--- src/rtl/div_pkg.sv ---
// Shared types and default sizes for the sequential
// fixed-point divider.
package div_pkg;

  localparam int DEF_DW     = 24;
  localparam int DEF_FRAC_W = 8;
  localparam int DEF_OW     = DEF_DW + DEF_FRAC_W;
  localparam int DEF_CW     = $clog2(DEF_OW);

  typedef enum logic [1:0] {
    IDLE,
    CALC,
    DONE
  } div_state_t;

endpackage

--- src/rtl/restoring_div_step.sv ---
// One radix-2 restoring step: shift in a dividend bit,
// subtract the divisor when it fits.
module restoring_div_step #(
  parameter int DW = 24
) (
  input  logic [DW:0]   rem,
  input  logic          nbit,
  input  logic [DW-1:0] den,
  output logic [DW:0]   rem_next,
  output logic          qbit
);

  logic [DW:0] shifted;
  logic [DW:0] den_ext;

  assign shifted  = {rem[DW-1:0], nbit};
  assign den_ext  = {1'b0, den};
  assign qbit     = (shifted >= den_ext);
  assign rem_next = qbit ? (shifted - den_ext) : shifted;

endmodule

--- src/rtl/axis_seq_divider.sv ---
// AXI-stream responder wrapping a bit-serial restoring
// divider producing floor((a << FRAC_W) / b).
module axis_seq_divider
  import div_pkg::*;
#(
  parameter int DW     = DEF_DW,
  parameter int FRAC_W = DEF_FRAC_W,
  parameter int OW     = DW + FRAC_W
) (
  input  logic          clk,
  input  logic          rstn,
  input  logic [DW-1:0] s_axis_dividend_tdata,
  input  logic          s_axis_dividend_tvalid,
  output logic          s_axis_dividend_tready,
  input  logic [DW-1:0] s_axis_divisor_tdata,
  input  logic          s_axis_divisor_tvalid,
  output logic          s_axis_divisor_tready,
  output logic [OW-1:0] m_axis_dout_tdata,
  output logic          m_axis_dout_tuser,
  output logic          m_axis_dout_tvalid,
  input  logic          m_axis_dout_tready
);

  localparam int CW = $clog2(OW);

  div_state_t    state;
  div_state_t    state_next;
  logic [CW-1:0] cnt;
  logic [OW-1:0] num;
  logic [OW-1:0] quo;
  logic [DW:0]   rem;
  logic [DW-1:0] den;
  logic          dbz;
  logic [DW:0]   rem_next;
  logic          qbit;
  logic          accept;
  logic          last_step;
  logic          out_hs;

  restoring_div_step #(
    .DW(DW)
  ) u_step (
    .rem      (rem),
    .nbit     (num[OW-1]),
    .den      (den),
    .rem_next (rem_next),
    .qbit     (qbit)
  );

  assign last_step = (cnt == CW'(OW - 1));
  assign out_hs    = m_axis_dout_tvalid & m_axis_dout_tready;

  always_ff @(posedge clk or negedge rstn) begin
    if (!rstn) state <= IDLE;
    else       state <= state_next;
  end

  always_comb begin
    state_next = state;
    unique case (state)
      IDLE:    if (accept)    state_next = CALC;
      CALC:    if (last_step) state_next = DONE;
      DONE:    if (out_hs)    state_next = IDLE;
      default:                state_next = IDLE;
    endcase
  end

  // The pair is only ever taken jointly; rstn gating keeps
  // both treadies low while reset is asserted.
  always_comb begin
    accept = rstn & (state == IDLE)
           & s_axis_dividend_tvalid
           & s_axis_divisor_tvalid;
    s_axis_dividend_tready = accept;
    s_axis_divisor_tready  = accept;
  end

  always_ff @(posedge clk or negedge rstn) begin
    if (!rstn) begin
      cnt                <= '0;
      num                <= '0;
      quo                <= '0;
      rem                <= '0;
      den                <= '0;
      dbz                <= 1'b0;
      m_axis_dout_tdata  <= '0;
      m_axis_dout_tuser  <= 1'b0;
      m_axis_dout_tvalid <= 1'b0;
    end else begin
      unique case (state)
        IDLE: begin
          if (accept) begin
            num <= OW'(s_axis_dividend_tdata) << FRAC_W;
            den <= s_axis_divisor_tdata;
            dbz <= (s_axis_divisor_tdata == '0);
            rem <= '0;
            quo <= '0;
            cnt <= '0;
          end
        end
        CALC: begin
          rem <= rem_next;
          num <= num << 1;
          quo <= {quo[OW-2:0], qbit};
          cnt <= cnt + CW'(1);
        end
        DONE: begin
          if (!m_axis_dout_tvalid) begin
            m_axis_dout_tvalid <= 1'b1;
            m_axis_dout_tdata  <= dbz ? '1 : quo;
            m_axis_dout_tuser  <= dbz;
          end else if (m_axis_dout_tready) begin
            m_axis_dout_tvalid <= 1'b0;
          end
        end
        default: ;
      endcase
    end
  end

endmodule

--- config.mk ---
export PLATFORM = sky130hd
export DESIGN_NAME = axis_seq_divider
export DESIGN_NICKNAME = d
export VERILOG_FILES = /design/src/rtl/div_pkg.sv /design/src/rtl/restoring_div_step.sv /design/src/rtl/axis_seq_divider.sv
export SDC_FILE = /design/constraint.sdc
export NUM_CORES = 1
export LEC_CHECK = 0
export ABC_AREA = 1
export CAP_MARGIN = 20
export CORE_UTILIZATION = 45
export CTS_CLUSTER_DIAMETER = 50
export DETAILED_ROUTE_END_ITERATION = 10
export PLACE_DENSITY_LB_ADDON = 0.2
export SETUP_SLACK_MARGIN = 0.5
export SLEW_MARGIN = 20
export SYNTH_ARGS = -nofsm -noshare
export SYNTH_HDL_FRONTEND = slang
export SYNTH_SLANG_ARGS = --single-unit
--- constraint.sdc ---
create_clock -name clk -period 2.6 [get_ports clk]
set_clock_uncertainty 0.15 [all_clocks]
set_input_delay 0.26 -clock clk [delete_from_list [all_inputs] [get_ports clk]]
set_output_delay 0.26 -clock clk [all_outputs]
set_load 0.02 [all_outputs]
==> results of run 1 <==
-- registers in the layout, indices dropped and copies added, names as in the netlist --
name                cells
num                    24
m_axis_dout_tdata      32
m_axis_dout_tuser       1
state                   2
den                    24
rem                    24
dbz                     1
quo                    32
cnt                     5
m_axis_dout_tvalid      1
-- cells by family (layout without fill, tap and decap cells) --
group,Yosys count,after routing,synth area share
xor+xnor,10,10,0.0110
buf+inv,254,386,0.123
compound gates,137,137,0.114
flops,146,146,0.460
fa+ha+maj,27,27,0.0435
simple gates,443,443,0.247
-- layout make-up --
cell class	instances	area [sq um]	area share
flip-flops and latches	146	3660	0.343
repair buffers	138	1340	0.126
well taps	225	282	0.0264
clock buffers	19	453	0.0426
multi-input cells	617	3950	0.371
clock inverters	12	149	0.0140
inverters	217	817	0.0768
-- synth_stat cells, drive strengths merged, types with 3 or more instances --
| cell type | instances | area share |
|---|---|---|
| nand3b | 23 | 0.024 |
| nand3 | 45 | 0.031 |
| dfrtp | 146 | 0.46 |
| o22ai | 31 | 0.024 |
| a21oi | 12 | 0.0076 |
| nor3 | 24 | 0.015 |
| inv | 216 | 0.10 |
| clkbuf | 25 | 0.012 |
| nor4 | 3 | 0.0043 |
| buf | 12 | 0.0088 |
| nand2 | 291 | 0.14 |
| a221oi | 23 | 0.025 |
| ha | 26 | 0.041 |
| nand4 | 12 | 0.0095 |
| xnor2 | 8 | 0.0088 |
| o21ai | 34 | 0.021 |
| nor2 | 40 | 0.020 |
| a22oi | 32 | 0.030 |
-- through the flow --
| step | setup slack (ns) | utilization | hold WS [ns] |
|---|---|---|---|
| 6_report | 0.482 | 0.618 | 0.211 |
| 5_1_grt | 0.378 | 0.618 | 0.253 |
| 4_1_cts | 0.447 | 0.588 | 0.201 |
| 3_5_place_dp | 0.233 | 0.528 | 0.325 |
| 3_3_place_gp | 0.239 | 0.528 | 0.318 |
| 2_1_floorplan | 0.584 | - | -0.186 |
-- repair_timing --
item	in CTS	in global routing
gates resized for setup	47	97
endpoints found under the hold margin	146	0
hold buffers	1	0
gates cloned	0	1
setup buffers	10	24
endpoints found under the setup margin	27	27
pin swaps	6	40
-- per-layer routing --
metal  vias to the layer above  wire length, um  track usage
met5                         -                0            0
met4                         0              495       0.0974
met3                        37             1180       0.0597
met2                       185             9670        0.375
met1                      3348             9300        0.313
li1                       3486                -            -
-- power breakdown --
group          switching, uW  internal (uW)
clock                   1030           1480
combinational           6230           4570
sequential               589           3320
-- worst min-delay path, cell delays in order --
cell and delay [ns]:
buf_6 0.11, and3_1 0.17, o221ai_1 0.14, o21ai_0 0.07
-- worst max path at each step --
stage / to
after floorplan: rem[10]$_DFFE_PN0P_
after global placement: rem[18]$_DFFE_PN0P_
after detailed placement: rem[18]$_DFFE_PN0P_
after CTS: rem[18]$_DFFE_PN0P_
after global routing: rem[2]$_DFFE_PN0P_
final: rem[3]$_DFFE_PN0P_
==> flow_metrics.env, run 1 <==
export IMPL_max_cap_violations=0
export IMPL_synth_nets=1097
export IMPL_period_needed_ns=2.12
export IMPL_viasPerCell=5.14
export IMPL_path_depth=9
export IMPL_reg2reg_slack_ns=0.48
export IMPL_relSlewSlack=0.466
export IMPL_setup_viol=0
export IMPL_n_fill_cell=1446
export IMPL_avgSynthCellArea_sq_um=7.80
export IMPL_r2r_end="rem[3]$_DFFE_PN0P_"
export IMPL_antenna_found_initial=0
export IMPL_final_cells=1374
export IMPL_ant_nets=0
export IMPL_worst_skew_pair_late_latency_ns=0.43
export IMPL_worst_slew_pin_slew_ns=0.802
export IMPL_grt_overflow=0
export IMPL_finalCritPeriodShare=0.815
export IMPL_critPathRequiredTime_ns=2.77
export IMPL_hold_viol=0
export IMPL_layout_common_cells="nand2_1, inv_1, dfrtp_1, clkdlybuf4s50_1, buf_4"
export IMPL_cts_tree="built"
export IMPL_fin_area_sq_um=10600
export IMPL_grt_usage=0.238
export IMPL_cp_arrival_ns=2.29
export IMPL_ys_warnings_count=0
export IMPL_crit_path_start_kind="flop"
export IMPL_rsz0062_at_grt="yes"
export IMPL_startpoint="rem[14]$_DFFE_PN0P_"
export IMPL_crit_path_cell_trace="ha_4 -> nand2_4 -> nor4_4 -> nand3b_4 -> nand2_8 -> clkbuf_16 -> nand2_1 -> nand3_1 -> nand2_1"
export IMPL_hold_path_class="in2reg"
export IMPL_path_buf_inv=1
export IMPL_vias=7056
export IMPL_worstSetupPathType="reg2reg"
export IMPL_place_area_sq_um=9100
export IMPL_row_count=48
export IMPL_syn_inst=1017
export IMPL_vdd_ir_drop_worst_uv=773
export IMPL_critPathMaxFanout=8
export IMPL_die_area_sq_um=18200
export IMPL_synth_edff_count=0
export IMPL_clk_path_buf_depth=2
export IMPL_synthDistinctLibCells=40
export IMPL_io_pins=89
export IMPL_place_congestion=0.909
export IMPL_status="completed"
export IMPL_drcViolationCount=0
export IMPL_grt_pass1_wl_um=33900
export IMPL_cts_root_buf="clkbuf_16"
export IMPL_r2r_start="rem[14]$_DFFE_PN0P_"
export IMPL_worst_hold_path_endpoint="state[1]$_DFFE_PN0P_"
export IMPL_setup_tns_ns=0
export IMPL_drive_gt1_frac=0.185
export IMPL_area_delta_synth_final_pct=34.1
export IMPL_fmax_mhz=472
export IMPL_postRouteWirelength_um=20600
export IMPL_powerDensity_nw_per_um2=1620
export IMPL_port_buffer_count=88
export IMPL_cts_clk_slew_worst_paths_ns=0.07
export IMPL_htreeDepth=4
export IMPL_crit_slowest_cell="dfrtp_2"
export IMPL_initial_core_util=0.461
export IMPL_power_uw=17200
export IMPL_synthFlopType="dfrtp_1"
export IMPL_maxSlewViolCount=0
export IMPL_die_w_um=135
export IMPL_dp_hpwl_um=13300
export IMPL_wl_per_cell_um=15.0
export IMPL_reg2reg_depth=9
export IMPL_grt_pass1_vias=6956
export IMPL_place_inst=1307
export IMPL_die_h_um=135
export IMPL_hold_path_startpoint="rstn"
export IMPL_numCtsBuffers=17
export IMPL_crit_path_frequent_cell="nand2_1"
export IMPL_final_common_cell="nand2_1"
export IMPL_max_stage_delay_ns=0.43
export IMPL_nNetsFinal=1217
export IMPL_cts_sinks=146
export IMPL_coreArea_sq_um=17200
export IMPL_crit_path_end_kind="flop"
export IMPL_synth_cell_area_sq_um=7940
export IMPL_hold_depth=4
export IMPL_drt_iter0_drc=396
export IMPL_first_pass_iters=5
export IMPL_synthArstFlopShare=1.00
export IMPL_grt_max_degree=147
export IMPL_n_antenna_cell=0
export IMPL_ys_seq_elements=146
export IMPL_crit_family="simple AND/OR/NAND/NOR gates"
export IMPL_seq_area_frac_synth=0.460
export IMPL_p_leak_uw=0.00534
No activity file was read; power rests on OpenSTA's default activity.
==> run 2: changes to the inputs <==
Clock period 2.6 ns to 1.8 ns, I/O delays scaled along.
==> flow_metrics.env, run 2 (synthesized netlist as in run 1, its figures left out) <==
export IMPL_status="finished, violations left"
export IMPL_failed_checks="setup timing"
export IMPL_grt_pass1_vias=8252
export IMPL_max_stage_delay_ns=0.40
export IMPL_ant_nets=0
export IMPL_crit_path_cell_trace="inv_1 -> ha_4 -> nand2_1 -> nor2_2 -> nand2_1 -> nor2_1 -> nand2_1 -> nand3_2 -> nor2_4 -> nand2_8 -> buf_12 -> buf_16 -> nand2_4 -> nand3_2 -> nand2_1"
export IMPL_vdd_ir_drop_worst_uv=1440
export IMPL_die_w_um=135
export IMPL_cts_tree="built"
export IMPL_antenna_found_initial=0
export IMPL_hold_viol=0
export IMPL_critPathMaxFanout=5
export IMPL_reg2reg_depth=15
export IMPL_dp_hpwl_um=14500
export IMPL_grt_usage=0.319
export IMPL_cts_clk_slew_worst_paths_ns=0.07
export IMPL_holdWs_ns=0.148
export IMPL_die_h_um=135
export IMPL_n_fill_cell=907
export IMPL_setup_viol=36
export IMPL_layout_common_cells="nand2_1, inv_1, dfrtp_1, buf_4, buf_6"
export IMPL_crit_family="simple AND/OR/NAND/NOR gates"
export IMPL_area_delta_synth_final_pct=75.9
export IMPL_initial_core_util=0.461
export IMPL_combPwrFrac=0.717
export IMPL_numCtsBuffers=17
export IMPL_relSlewSlack=0.611
export IMPL_htreeDepth=4
export IMPL_setup_tns_ns=-11.91
export IMPL_sw_frac_of_total=0.465
export IMPL_drt_iter0_drc=945
export IMPL_crit_path_start_kind="flop"
export IMPL_io_pins=89
export IMPL_crit_slowest_cell="dfrtp_1"
export IMPL_coreArea_sq_um=17200
export IMPL_p_int_uw=18200
export IMPL_hold_path_class="in2reg"
export IMPL_clk_path_buf_depth=2
export IMPL_power_frac_seq=0.175
export IMPL_cts_root_buf="clkbuf_16"
export IMPL_port_buffer_count=88
export IMPL_final_common_cell="nand2_1"
export IMPL_place_area_sq_um=10300
export IMPL_max_cap_violations=0
export IMPL_worst_skew_pair_late_latency_ns=0.46
export IMPL_path_depth=15
export IMPL_hold_depth=3
export IMPL_worst_slew_pin_slew_ns=0.583
export IMPL_critPathRequiredTime_ns=2.04
export IMPL_maxSlewViolCount=0
export IMPL_cts_sinks=146
export IMPL_n_antenna_cell=0
export IMPL_grt_max_degree=147
export IMPL_place_congestion=0.940
export IMPL_regArea_sq_um=3660
export IMPL_vias=8951
export IMPL_fin_area_sq_um=14000
export IMPL_drive_gt1_frac=0.432
export IMPL_nNetsFinal=1385
export IMPL_crit_path_end_kind="flop"
export IMPL_wl_per_cell_um=22.5
export IMPL_powerDensity_nw_per_um2=2440
export IMPL_die_area_sq_um=18200
export IMPL_grt_overflow=0
export IMPL_p_sw_uw=15800
export IMPL_worstSetupPathType="reg2reg"
export IMPL_setup_ws_ns=-0.520
export IMPL_rsz0062_at_grt="yes"
export IMPL_path_buf_inv=3
export IMPL_finalCritPeriodShare=1.29
export IMPL_clockPowerShare=0.108
export IMPL_fmax_mhz=431
export IMPL_reg_top3="m_axis_dout_tdata: 32 flops, quo: 32 flops"
export IMPL_postRouteWirelength_um=34700
export IMPL_period_needed_ns=2.32
export IMPL_first_pass_iters=8
export IMPL_drcViolationCount=0
export IMPL_p_leak_uw=0.00678
export IMPL_viasPerCell=5.80
export IMPL_multi_input_area_sq_um=4970
export IMPL_cp_arrival_ns=2.56
export IMPL_row_count=48
export IMPL_crit_path_frequent_cell="nand2_1"
export IMPL_grt_pass1_wl_um=43800
[run 2: cell types whose count changed in the layout (fill, tap and decap cells not counted), sizes merged]
cell	before	now
clkinv	3	4
dlygate4sd2	1	0
clkdlybuf4s50	85	51
bufinv	2	0
inv	221	225
buf	49	244
clkdlybuf4s15	1	0
clkbuf	20	27
[run 2: stage by stage]
step                utilization  worst slack [ns]  instances  total power (uW)
floorplan                     -            -0.118       1017             15600
global placement          0.599            -0.319       1405             21200
global route              0.810            -0.626       1543             35600
finish                    0.810            -0.520       1543             34100
detailed placement        0.599            -0.363       1405             21400
CTS                       0.750            -0.331       1500             29700
[run 2: power groups by stage]
stage / combinational [uW] / clock [uW] / sequential (uW)
2_1_floorplan: 9630 / 0 / 6000
3_3_place_gp: 15600 / 0 / 5600
3_5_place_dp: 15800 / 0 / 5650
4_1_cts: 20400 / 3570 / 5700
5_1_grt: 25800 / 3790 / 6030
6_report: 24400 / 3670 / 5950
[run 2: path summary, 6_finish.rpt]
| path | startpoint | end | slack (ns) |
|---|---|---|---|
| setup / recovery | den[5]$_DFFE_PN0P_ | rem[3]$_DFFE_PN0P_ | -0.52 |
| setup reg to reg | den[5]$_DFFE_PN0P_ | rem[3]$_DFFE_PN0P_ | -0.52 |
| min in group asynchronous | rstn | m_axis_dout_tdata[24]$_DFFE_PN0P_ | 0.37 |
| hold reg to reg | den[7]$_DFFE_PN0P_ | den[7]$_DFFE_PN0P_ | 0.36 |
| max in group asynchronous | rstn | rem[19]$_DFFE_PN0P_ | 0.64 |
| hold / removal | s_axis_divisor_tdata[9] | den[9]$_DFFE_PN0P_ | 0.15 |
[run 2: routing by layer]
| layer | vias to the layer above | GRT usage | routed length, um |
|---|---|---|---|
| met2 | 582 | 0.538 | 17000 |
| met4 | 0 | 0.162 | 2300 |
| met5 | - | 0 | 0 |
| met3 | 204 | 0.0432 | 2580 |
| met1 | 4336 | 0.403 | 12800 |
| li1 | 3829 | - | - |
[run 2: final cells by class]
class	instances	area share
clock buffer	17	0.0305
clock inverter	15	0.0116
sequential	146	0.262
inverter	217	0.0607
tap	225	0.0202
timing repair buffer	306	0.259
multi-input combinational	617	0.356
[run 2: worst reg2reg max path, cell delays in order, from the launching register on]
cell	delay (ns)
dfrtp_1	0.40
inv_1	0.21
ha_4	0.26
nand2_1	0.11
nor2_2	0.06
nand2_1	0.08
nor2_1	0.05
nand2_1	0.08
nand3_2	0.08
nor2_4	0.20
nand2_8	0.11
buf_12	0.14
buf_16	0.14
nand2_4	0.05
nand3_2	0.06
nand2_1	0.09
[run 2: repair_timing]
item                                    in CTS  in global routing
buffers inserted                            41                 32
gates cloned                                21                 11
pin swaps                                   64                 34
gates resized for setup                    441                138
hold buffers                                 1                  0
hold endpoints to repair                   146                  0
endpoints found under the setup margin     180                328
==> run 3: changes to the inputs <==
Settings changed: CORE_ASPECT_RATIO set to 2.
==> flow_metrics.env, run 3 (synthesized netlist as in run 1, its figures left out) <==
export IMPL_setup_viol=35
export IMPL_busiest_layer="met2"
export IMPL_grt_util_met3=0.102
export IMPL_postRouteWirelength_um=41700
export IMPL_drcViolationCount=0
export IMPL_final_cells=1528
export IMPL_crit_path_cell_trace="inv_2 -> ha_4 -> nand2_1 -> nor2_2 -> nand2_1 -> a21oi_2 -> nor2_4 -> buf_6 -> buf_6 -> nand3_1 -> nand3_1 -> nand2_1"
export IMPL_io_pins=89
export IMPL_period_needed_ns=2.53
export IMPL_rsz0062_at_grt="yes"
export IMPL_initial_core_util=0.460
export IMPL_grt_usage=0.353
export IMPL_die_area_sq_um=18200
export IMPL_viasPerCell=6.21
export IMPL_relSlewSlack=0.481
export IMPL_first_pass_iters=7
export IMPL_worst_skew_pair_late_latency_ns=0.47
export IMPL_ant_nets=0
export IMPL_setup_ws_ns=-0.733
export IMPL_coreArea_sq_um=17300
export IMPL_layout_common_cells="nand2_1, inv_1, dfrtp_1, buf_4, buf_6"
export IMPL_place_area_sq_um=10300
export IMPL_final_common_cell="nand2_1"
export IMPL_crit_path_end_kind="flop"
export IMPL_n_fill_cell=823
export IMPL_cts_tree="built"
export IMPL_failed_checks="setup timing"
export IMPL_antenna_found_initial=2
export IMPL_critPathRequiredTime_ns=2.01
export IMPL_clk_path_buf_depth=2
export IMPL_hold_viol=0
export IMPL_cts_clk_slew_worst_paths_ns=0.07
export IMPL_grt_overflow=0
export IMPL_fmax_mhz=395
export IMPL_post_route_util=0.807
export IMPL_gr_usage_met1=0.317
export IMPL_grt_max_degree=147
export IMPL_place_congestion=0.935
export IMPL_cts_root_buf="clkbuf_16"
export IMPL_crit_path_frequent_cell="nand2_1"
export IMPL_numCtsBuffers=17
export IMPL_max_cap_violations=0
export IMPL_max_stage_delay_ns=0.40
export IMPL_drive_gt1_frac=0.427
export IMPL_finalCritPeriodShare=1.41
export IMPL_fin_area_sq_um=13900
export IMPL_reg_top3="m_axis_dout_tdata: 32 flops, quo: 32 flops"
export IMPL_die_w_um=95.9
export IMPL_grt_pass1_wl_um=46200
export IMPL_worst_slew_pin_slew_ns=0.779
export IMPL_vias=9494
export IMPL_area_delta_synth_final_pct=75.6
export IMPL_worstSetupPathType="reg2reg"
export IMPL_groute_layer_met2_usage=0.613
export IMPL_place_inst=1390
export IMPL_dp_hpwl_um=15700
export IMPL_maxSlewViolCount=0
export IMPL_crit_slowest_cell="dfrtp_1"
export IMPL_wl_per_cell_um=27.3
export IMPL_drt_iter0_drc=1057
export IMPL_row_count=68
export IMPL_setup_tns_ns=-14.59
export IMPL_critPathMaxFanout=6
export IMPL_hold_path_class="in2reg"
export IMPL_grt_pass1_vias=8642
export IMPL_status="finished, violations left"
export IMPL_crit_path_start_kind="flop"
export IMPL_die_h_um=190
export IMPL_nNetsFinal=1385
export IMPL_port_buffer_count=88
export IMPL_cts_sinks=146
export IMPL_cp_arrival_ns=2.75
export IMPL_htreeDepth=4
-- run 3: cell count changes in the layout (fill, tap and decap cells not counted), moves of 6 or more --
| cell | delta |
|---|---|
| buf_12 | -6 |
| inv_1 | -7 |
| inv_2 | +6 |
| nand2_1 | +8 |
| nand2_2 | -7 |
| nand3_1 | +7 |
| nand3_2 | -7 |
| o22ai_2 | -9 |
| o22ai_4 | +9 |
-- run 3: final timing paths --
check	slack [ns]	start	endpoint	cells past startpoint
max reg2reg	-0.73	den[22]$_DFFE_PN0P_	rem[1]$_DFFE_PN0P_	12
max in group asynchronous	0.55	rstn	rem[19]$_DFFE_PN0P_	3
min in group asynchronous	0.31	rstn	m_axis_dout_tdata[21]$_DFFE_PN0P_	3
min	0.12	s_axis_divisor_tdata[5]	den[5]$_DFFE_PN0P_	3
max	-0.73	den[22]$_DFFE_PN0P_	rem[1]$_DFFE_PN0P_	12
min reg2reg	0.34	den[8]$_DFFE_PN0P_	den[8]$_DFFE_PN0P_	2
-- run 3: layer usage --
layer / up-vias / share of wire
li1: 3854 / -
met1: 4454 / 0.29
met2: 804 / 0.47
met3: 380 / 0.12
met4: 2 / 0.12
met5: - / 0.00022
-- run 3: worst max-delay path: cells and delay by family (launching register included) --
kind / cells / cell delay [ns]
flip-flops: 1 / 0.40
adder cells (fa/ha/maj): 1 / 0.33
buffers and inverters: 3 / 0.39
AO/OA/AOI/OAI: 1 / 0.20
AND/OR/NAND/NOR: 7 / 0.96
-- run 3: area by class of cell --
type | instances | area (sq um) | share of cell area
diodes | 1 | 2.50 | 0.000180
clock buffers | 20 | 457 | 0.0328
clock inverters | 11 | 151 | 0.0109
inverters | 217 | 853 | 0.0612
multi-input cells | 618 | 4990 | 0.358
flip-flops and latches | 146 | 3650 | 0.262
well taps | 210 | 263 | 0.0189
repair buffers | 305 | 3570 | 0.256
-- run 3: per-stage QoR --
stage	setup slack [ns]	hold slack, ns
6_report	-0.733	0.120
5_1_grt	-0.868	0.149
4_1_cts	-0.307	0.139
3_5_place_dp	-0.336	0.239
3_3_place_gp	-0.316	0.237
2_1_floorplan	-0.118	-0.266
-- run 3: repair_timing --
item,4_1_cts,5_1_grt
setup buffers,35,41
pin swaps,55,79
endpoints found under the setup margin,175,327
hold buffers,1,0
resized for setup,370,217
gates cloned,22,7
endpoints found under the hold margin,146,0
Power of run 3 is not shown: default switching activity piles up to over one toggle a cycle in this logic, so the estimate is an artifact.
